`src/rtl/bram_copy_pkg.sv`:
```
// Shared definitions for the BRAM block-copy sequencer.
//   state_e     : sequencer states (IDLE, READ, DRAIN, FIN)
//   WE_ALL      : full-word byte-write enable for the destination BRAM
//   WORD_STRIDE : byte distance between consecutive 32-bit words
package bram_copy_pkg;

    typedef enum logic [1:0] {
        ST_IDLE  = 2'd0,
        ST_READ  = 2'd1,
        ST_DRAIN = 2'd2,
        ST_FIN   = 2'd3
    } state_e;

    localparam logic [3:0] WE_ALL      = 4'b1111;
    localparam int         WORD_STRIDE = 4;

endpackage

```
`src/rtl/bram_copy_addr_gen.sv`:
```
// Loadable word-address generator.
// Loads a byte base address with bits [1:0] forced to zero, then steps by one
// 32-bit word each cycle that adv is high. The sum wraps modulo 2^ADDR_W.
// Ports:
//   clk, rst : clock, synchronous active-high reset (address returns to 0)
//   load     : capture base (has priority over adv)
//   base     : byte base address; low two bits are dropped
//   adv      : advance by WORD_STRIDE bytes
//   addr     : current byte address
module bram_addr_gen
    import bram_copy_pkg::*;
#(
    parameter int ADDR_W = 15
) (
    input  logic              clk,
    input  logic              rst,
    input  logic              load,
    input  logic [ADDR_W-1:0] base,
    input  logic              adv,
    output logic [ADDR_W-1:0] addr
);

    logic [ADDR_W-1:0] addr_q;
    logic [ADDR_W-1:0] addr_d;

    always_comb begin
        addr_d = addr_q;
        if (load) begin
            addr_d = base & ~ADDR_W'(3);
        end else if (adv) begin
            // Natural overflow of the ADDR_W-bit sum gives the modulo wrap.
            addr_d = addr_q + ADDR_W'(WORD_STRIDE);
        end
    end

    always_ff @(posedge clk) begin
        if (rst) begin
            addr_q <= '0;
        end else begin
            addr_q <= addr_d;
        end
    end

    assign addr = addr_q;

endmodule

```
`src/rtl/bram_copy_ctrl.sv`:
```
// Block-copy sequencer between a source BRAM read port and a destination BRAM
// write port, one 32-bit word per cycle.
// Ports:
//   BRAM_CLK, BRAM_RST      : clock, synchronous active-high reset
//   START                   : one-cycle request, only looked at in IDLE
//   SRC_BASE, DST_BASE, LEN : copy parameters, latched when START is accepted
//   BUSY, DONE              : busy window (through DONE) and completion pulse
//   SRC_ADDR, SRC_EN        : source read port; SRC_RDDATA returns a cycle later
//   DST_ADDR, DST_WRDATA,
//   DST_EN, DST_WE          : destination write port
//   DST_DONE                : destination dump trigger, pulses with DONE
//   DBG_STATE               : current sequencer state
//
// Request protocol: START is a request with no ready; it is accepted exactly
// when the sequencer is in IDLE (BUSY low) and dropped otherwise. BUSY rises
// the cycle after acceptance and falls the cycle after DONE.
module bram_copy_ctrl
    import bram_copy_pkg::*;
#(
    parameter int ADDR_W = 15,
    parameter int LEN_W  = ADDR_W - 1
) (
    input  logic              BRAM_CLK,
    input  logic              BRAM_RST,
    input  logic              START,
    input  logic [ADDR_W-1:0] SRC_BASE,
    input  logic [ADDR_W-1:0] DST_BASE,
    input  logic [LEN_W-1:0]  LEN,
    output logic              BUSY,
    output logic              DONE,
    output logic [ADDR_W-1:0] SRC_ADDR,
    output logic              SRC_EN,
    input  logic [31:0]       SRC_RDDATA,
    output logic [ADDR_W-1:0] DST_ADDR,
    output logic [31:0]       DST_WRDATA,
    output logic              DST_EN,
    output logic [3:0]        DST_WE,
    output logic              DST_DONE,
    output logic [1:0]        DBG_STATE
);

    state_e            state_q, state_d;
    logic [LEN_W-1:0]  remain_q, remain_d;   // reads still to issue
    logic              rd_vld_q, rd_vld_d;   // SRC_EN delayed by the BRAM read latency
    logic              accept;
    logic              reading;
    logic [ADDR_W-1:0] src_addr;
    logic [ADDR_W-1:0] dst_addr;

    assign accept  = (state_q == ST_IDLE) && START;
    assign reading = (state_q == ST_READ);

    always_comb begin
        state_d  = state_q;
        remain_d = remain_q;
        rd_vld_d = reading;
        case (state_q)
            ST_IDLE: begin
                if (START) begin
                    if (LEN == '0) begin
                        state_d = ST_FIN;
                    end else begin
                        state_d  = ST_READ;
                        remain_d = LEN;
                    end
                end
            end
            ST_READ: begin
                remain_d = remain_q - LEN_W'(1);
                if (remain_q == LEN_W'(1)) begin
                    state_d = ST_DRAIN;
                end
            end
            // The final read's data is being written this cycle.
            ST_DRAIN: state_d = ST_FIN;
            ST_FIN:   state_d = ST_IDLE;
            default:  state_d = ST_IDLE;
        endcase
    end

    always_ff @(posedge BRAM_CLK) begin
        if (BRAM_RST) begin
            state_q  <= ST_IDLE;
            remain_q <= '0;
            rd_vld_q <= 1'b0;
        end else begin
            state_q  <= state_d;
            remain_q <= remain_d;
            rd_vld_q <= rd_vld_d;
        end
    end

    // Both generators load on acceptance; the write side trails the read side
    // by one cycle because it is advanced by the delayed read-issue bit.
    bram_addr_gen #(.ADDR_W(ADDR_W)) u_src_gen (
        .clk  (BRAM_CLK),
        .rst  (BRAM_RST),
        .load (accept),
        .base (SRC_BASE),
        .adv  (reading),
        .addr (src_addr)
    );

    bram_addr_gen #(.ADDR_W(ADDR_W)) u_dst_gen (
        .clk  (BRAM_CLK),
        .rst  (BRAM_RST),
        .load (accept),
        .base (DST_BASE),
        .adv  (rd_vld_q),
        .addr (dst_addr)
    );

    // Addresses and data are masked so every BRAM output is zero when idle.
    assign SRC_EN     = reading;
    assign SRC_ADDR   = reading ? src_addr : '0;
    assign DST_EN     = rd_vld_q;
    assign DST_WE     = rd_vld_q ? WE_ALL : 4'b0000;
    assign DST_ADDR   = rd_vld_q ? dst_addr : '0;
    assign DST_WRDATA = rd_vld_q ? SRC_RDDATA : 32'd0;
    assign DONE       = (state_q == ST_FIN);
    assign DST_DONE   = (state_q == ST_FIN);
    assign BUSY       = (state_q != ST_IDLE);
    assign DBG_STATE  = state_q;

endmodule

```
`config.mk`:
```
export PLATFORM = sky130hd
export DESIGN_NAME = bram_copy_ctrl
export DESIGN_NICKNAME = d
export VERILOG_FILES = /design/src/rtl/bram_copy_pkg.sv /design/src/rtl/bram_copy_addr_gen.sv /design/src/rtl/bram_copy_ctrl.sv
export SDC_FILE = /design/constraint.sdc
export NUM_CORES = 1
export LEC_CHECK = 0
export ABC_AREA = 1
export ABC_CLOCK_PERIOD_IN_PS = 1490
export BUFFER_PORTS_ARGS = -buffer_cell sky130_fd_sc_hd__buf_4
export CAP_MARGIN = 40
export CORE_ASPECT_RATIO = 0.9
export CORE_MARGIN = 3
export CORE_UTILIZATION = 25
export DETAILED_ROUTE_END_ITERATION = 10
export PLACE_DENSITY = 0.45
export SLEW_MARGIN = 20
export SYNTH_ARGS = -nofsm -noshare
export SYNTH_HDL_FRONTEND = slang
export SYNTH_SLANG_ARGS = --single-unit
```
`constraint.sdc`:
```
create_clock -name BRAM_CLK -period 1.49 [get_ports BRAM_CLK]
set_input_delay 0.447 -clock BRAM_CLK [delete_from_list [all_inputs] [get_ports BRAM_CLK]]
set_output_delay 0.447 -clock BRAM_CLK [all_outputs]
set_load 0.01 [all_outputs]
```
==> flow_summary.ini <==
[power]
pwr-share-seq_pct = 21.3
power.share.switching_pct = 44.4
pwr-share-comb_pct = 67.7
internal_power_uw = 5340
p_per_area_nw_per_um2 = 1490
power_uw = 9610
leakage_uw = 0.00348
peakVddDrop_mv = 0.570
p_clk_share_pct = 11.0
power_switching_uw = 4270

[synth]
synthDistinctLibCells = 34
synth_cells = 604
ys.flop_type = dfxtp_1
synth_edf_count = 0
synth_top_area_cell = dfxtp_1
synth_top_area_share_pct = 24.9
synth.most_common_cell = nand2_1
synth_seq_area_share_pct = 24.9
synthArstFlopShare_pct = 0
synth_commonest_cells = 188 x nand2_1, 103 x inv_1, 48 x nor2_1, 43 x dfxtp_1, 42 x nand3_1
ys_top_cells_by_area = dfxtp_1 25%, nand2_1 20%, inv_1 11%, nand3_1 6.1%, nor2_1 5.2%
netlist_area_um2 = 3460
yosysWarnings = 0
ys_ff_latch = 43
syn_avg_cell_area_um2 = 5.73

[place]
port_buffers = 143
dp_slack_ps = -134
gp_congestion = 0.812
dpl.hpwl_um = 9350

[timing]
hold_viol = 0
period_minus_slack_ps = 1670
finalSetupViolations = 91
rsz0062_at_grt = yes
worst_slack_ps = -183
period_share_pct = 112
slew_violations = 0
timing.fmax_mhz = 598
clock_skew_ps = 2.30

[run_status]
status = complete, but fails checks
violations = setup timing

[worst_setup_path]
crit_path_frequent_cell = buf_6
rr_worst_depth = 9
critPathRequiredTime_ps = 1040
critPathTopFamily = buffers and inverters
cpMaxStageDelayCell = dfxtp_4
crit_fanout = 6
path_depth = 5
cp-endpoint = DST_ADDR[5]
rrSetupSlack_ps = -80
path_buf_inv = 4
end_kind = output pin
worstPathArrival_ps = 1230
cpPeakStageDelay_ps = 420
r2r-start = DBG_STATE[1]
cp-start-kind = register
worstPathCellList = buf_6, buf_8, nand2_2, inv_2, buf_6
startpoint = DST_EN
crit_type = reg2out
timing.rr.end = u_src_gen.addr[11]

[detailed_routing]
firstDrtPassIters = 4
drt-total-wl_um = 13600
num_vias = 4338
drt_iter0_drc = 183
final_antenna_net_count = 0
viasPerCell = 4.48
detail_route.wl_per_cell_um = 14.0
drc = 0

[clocking]
numCtsBuffers = 5
cts_hold_buffers = 0
clkTransAtPathRegs_ps = 60
worstSkewPairLatency_ps = 280
h-tree-depth = 2
cts_tree = done
cts.sinks = 43
cts_buffer_depth = 2
cts-root-buf = clkbuf_16

[floorplanning]
core_um2 = 13500
die_x_um = 130
num_rows = 40
die_y_um = 118
die_area_um2 = 15300
start_util_pct = 25.7
io_pins = 152

[grt]
grt.total_usage_pct = 17.2
antenna_found_initial = 0
grt_pass1_vias = 4181
grt_max_degree = 21
grt_pass1_wl_um = 21400
grt_overflow = 0

[cells_and_area]
fillCellCount = 1327
n_antenna_cell = 0
nets = 890
drive_above_1_share_pct = 50.8
syn_to_final_growth_pct = 86.0

[worst_hold_path]
hold_path.class = in2reg

[flow_run]
max_cap_violations = 0
==> how the worst min path moves through the flow <==
stage / endpoint / startpoint / depth (start not counted) / slack (ps)
final: u_src_gen.addr[2] / SRC_BASE[2] / 2 / 420
after global routing: u_src_gen.addr[2] / SRC_BASE[2] / 2 / 420
after CTS: u_src_gen.addr[2] / SRC_BASE[2] / 2 / 400
after detailed placement: remain_q[13] / remain_q[13] / 2 / 480
after global placement: remain_q[13] / remain_q[13] / 2 / 470
after floorplan: remain_q[7] / remain_q[7] / 2 / 450
==> power by group through the flow <==
stage	logic, µW	clock network (µW)	registers [µW]
after floorplan	2780	0	1910
after global placement	4370	0	1980
after detailed placement	4420	0	1990
after CTS	6050	1090	2010
after global routing	7110	1140	2120
final	6510	1060	2050
==> timing repair <==
| item | in CTS | in global routing |
|---|---|---|
| gates resized for setup | 211 | 108 |
| buffers inserted | 21 | 10 |
| pin swaps | 11 | 10 |
| gates cloned | 10 | 0 |
| setup endpoints to repair | 97 | 106 |
==> sequential cells by signal, indices dropped and copies added (netlist names) <==
name,cells
DST_EN,1
u_src_gen.addr,13
remain_q,14
u_dst_gen.addr,13
DBG_STATE,2
==> layout by cell type (no fill, tap or decap), types with 3 or more instances in the layout <==
cell and count:
nand2_1 125, buf_4 121, buf_6 78, inv_2 63
nor2_1 46, inv_1 45, nand2_4 45, nand3_1 40
dfxtp_1 37, a21oi_1 25, nand2_2 22, o21ai_0 22
o21ai_1 12, nor2_2 8, buf_16 8, buf_12 8
nor3_2 6, ha_1 6, nor2_4 5, nand4_1 5
or2_2 5, clkbuf_16 5, dfxtp_2 4, o211ai_1 4
xor2_1 4, nand3_2 4, nor3_1 4, nand3b_1 4
conb_1 4, buf_8 4, a21oi_2 3, a31oi_1 3
ha_4 3
==> metal layers <==
| layer | share of wire (%) | up-vias | GRT usage [%] |
|---|---|---|---|
| met2 | 48 | 86 | 27.3 |
| li1 | - | 2249 | - |
| met5 | 0 | - | 0 |
| met1 | 47 | 1993 | 25.1 |
| met4 | 1.4 | 0 | 3.38 |
| met3 | 3.7 | 10 | 2.18 |
==> metrics by stage <==
stage	instances	area, µm²	utilization, %	hold WS (ps)	TNS, ps
2_1_floorplan	607	3490	-	452	0
3_3_place_gp	927	4930	36.6	470	-1830
3_5_place_dp	927	4930	36.6	477	-2840
4_1_cts	963	6090	45.2	405	-8660
5_1_grt	969	6430	47.8	424	-15200
6_report	969	6430	47.8	417	-8870
==> area by class of cell <==
class                           instances  area [µm²]  area share [%]
Timing Repair Buffer                  219        2230            34.6
Inverter                              114         453            7.04
Tap cell                              168         210            3.27
Clock buffer                            6         129            2.00
Multi-Input combinational cell        419        2540            39.5
Sequential cell                        43         873            13.6
==> kinds of logic (layout without fill, tap and decap cells) <==
logic type	Yosys count	count (layout)	synth area share (%)
xor gates and xnor gates	4	4	1.01
other	1	4	0.108
AOI/OAI and AO/OA	79	79	12.7
buffers and inverters	145	339	17.6
adders and majority gates	9	9	3.26
and+or+nand+nor	323	323	40.4
DFF	43	43	24.9
==> worst register-to-register path, cell delays in order, from the launching register on <==
cell and delay [ps]:
dfxtp_2 320, inv_2 70, buf_4 120, ha_4 170
nand2_8 80, buf_8 140, buf_6 130, or2_2 280
nand3_1 90, a21oi_1 50
Note: power is estimated with default switching activity, not from simulation.
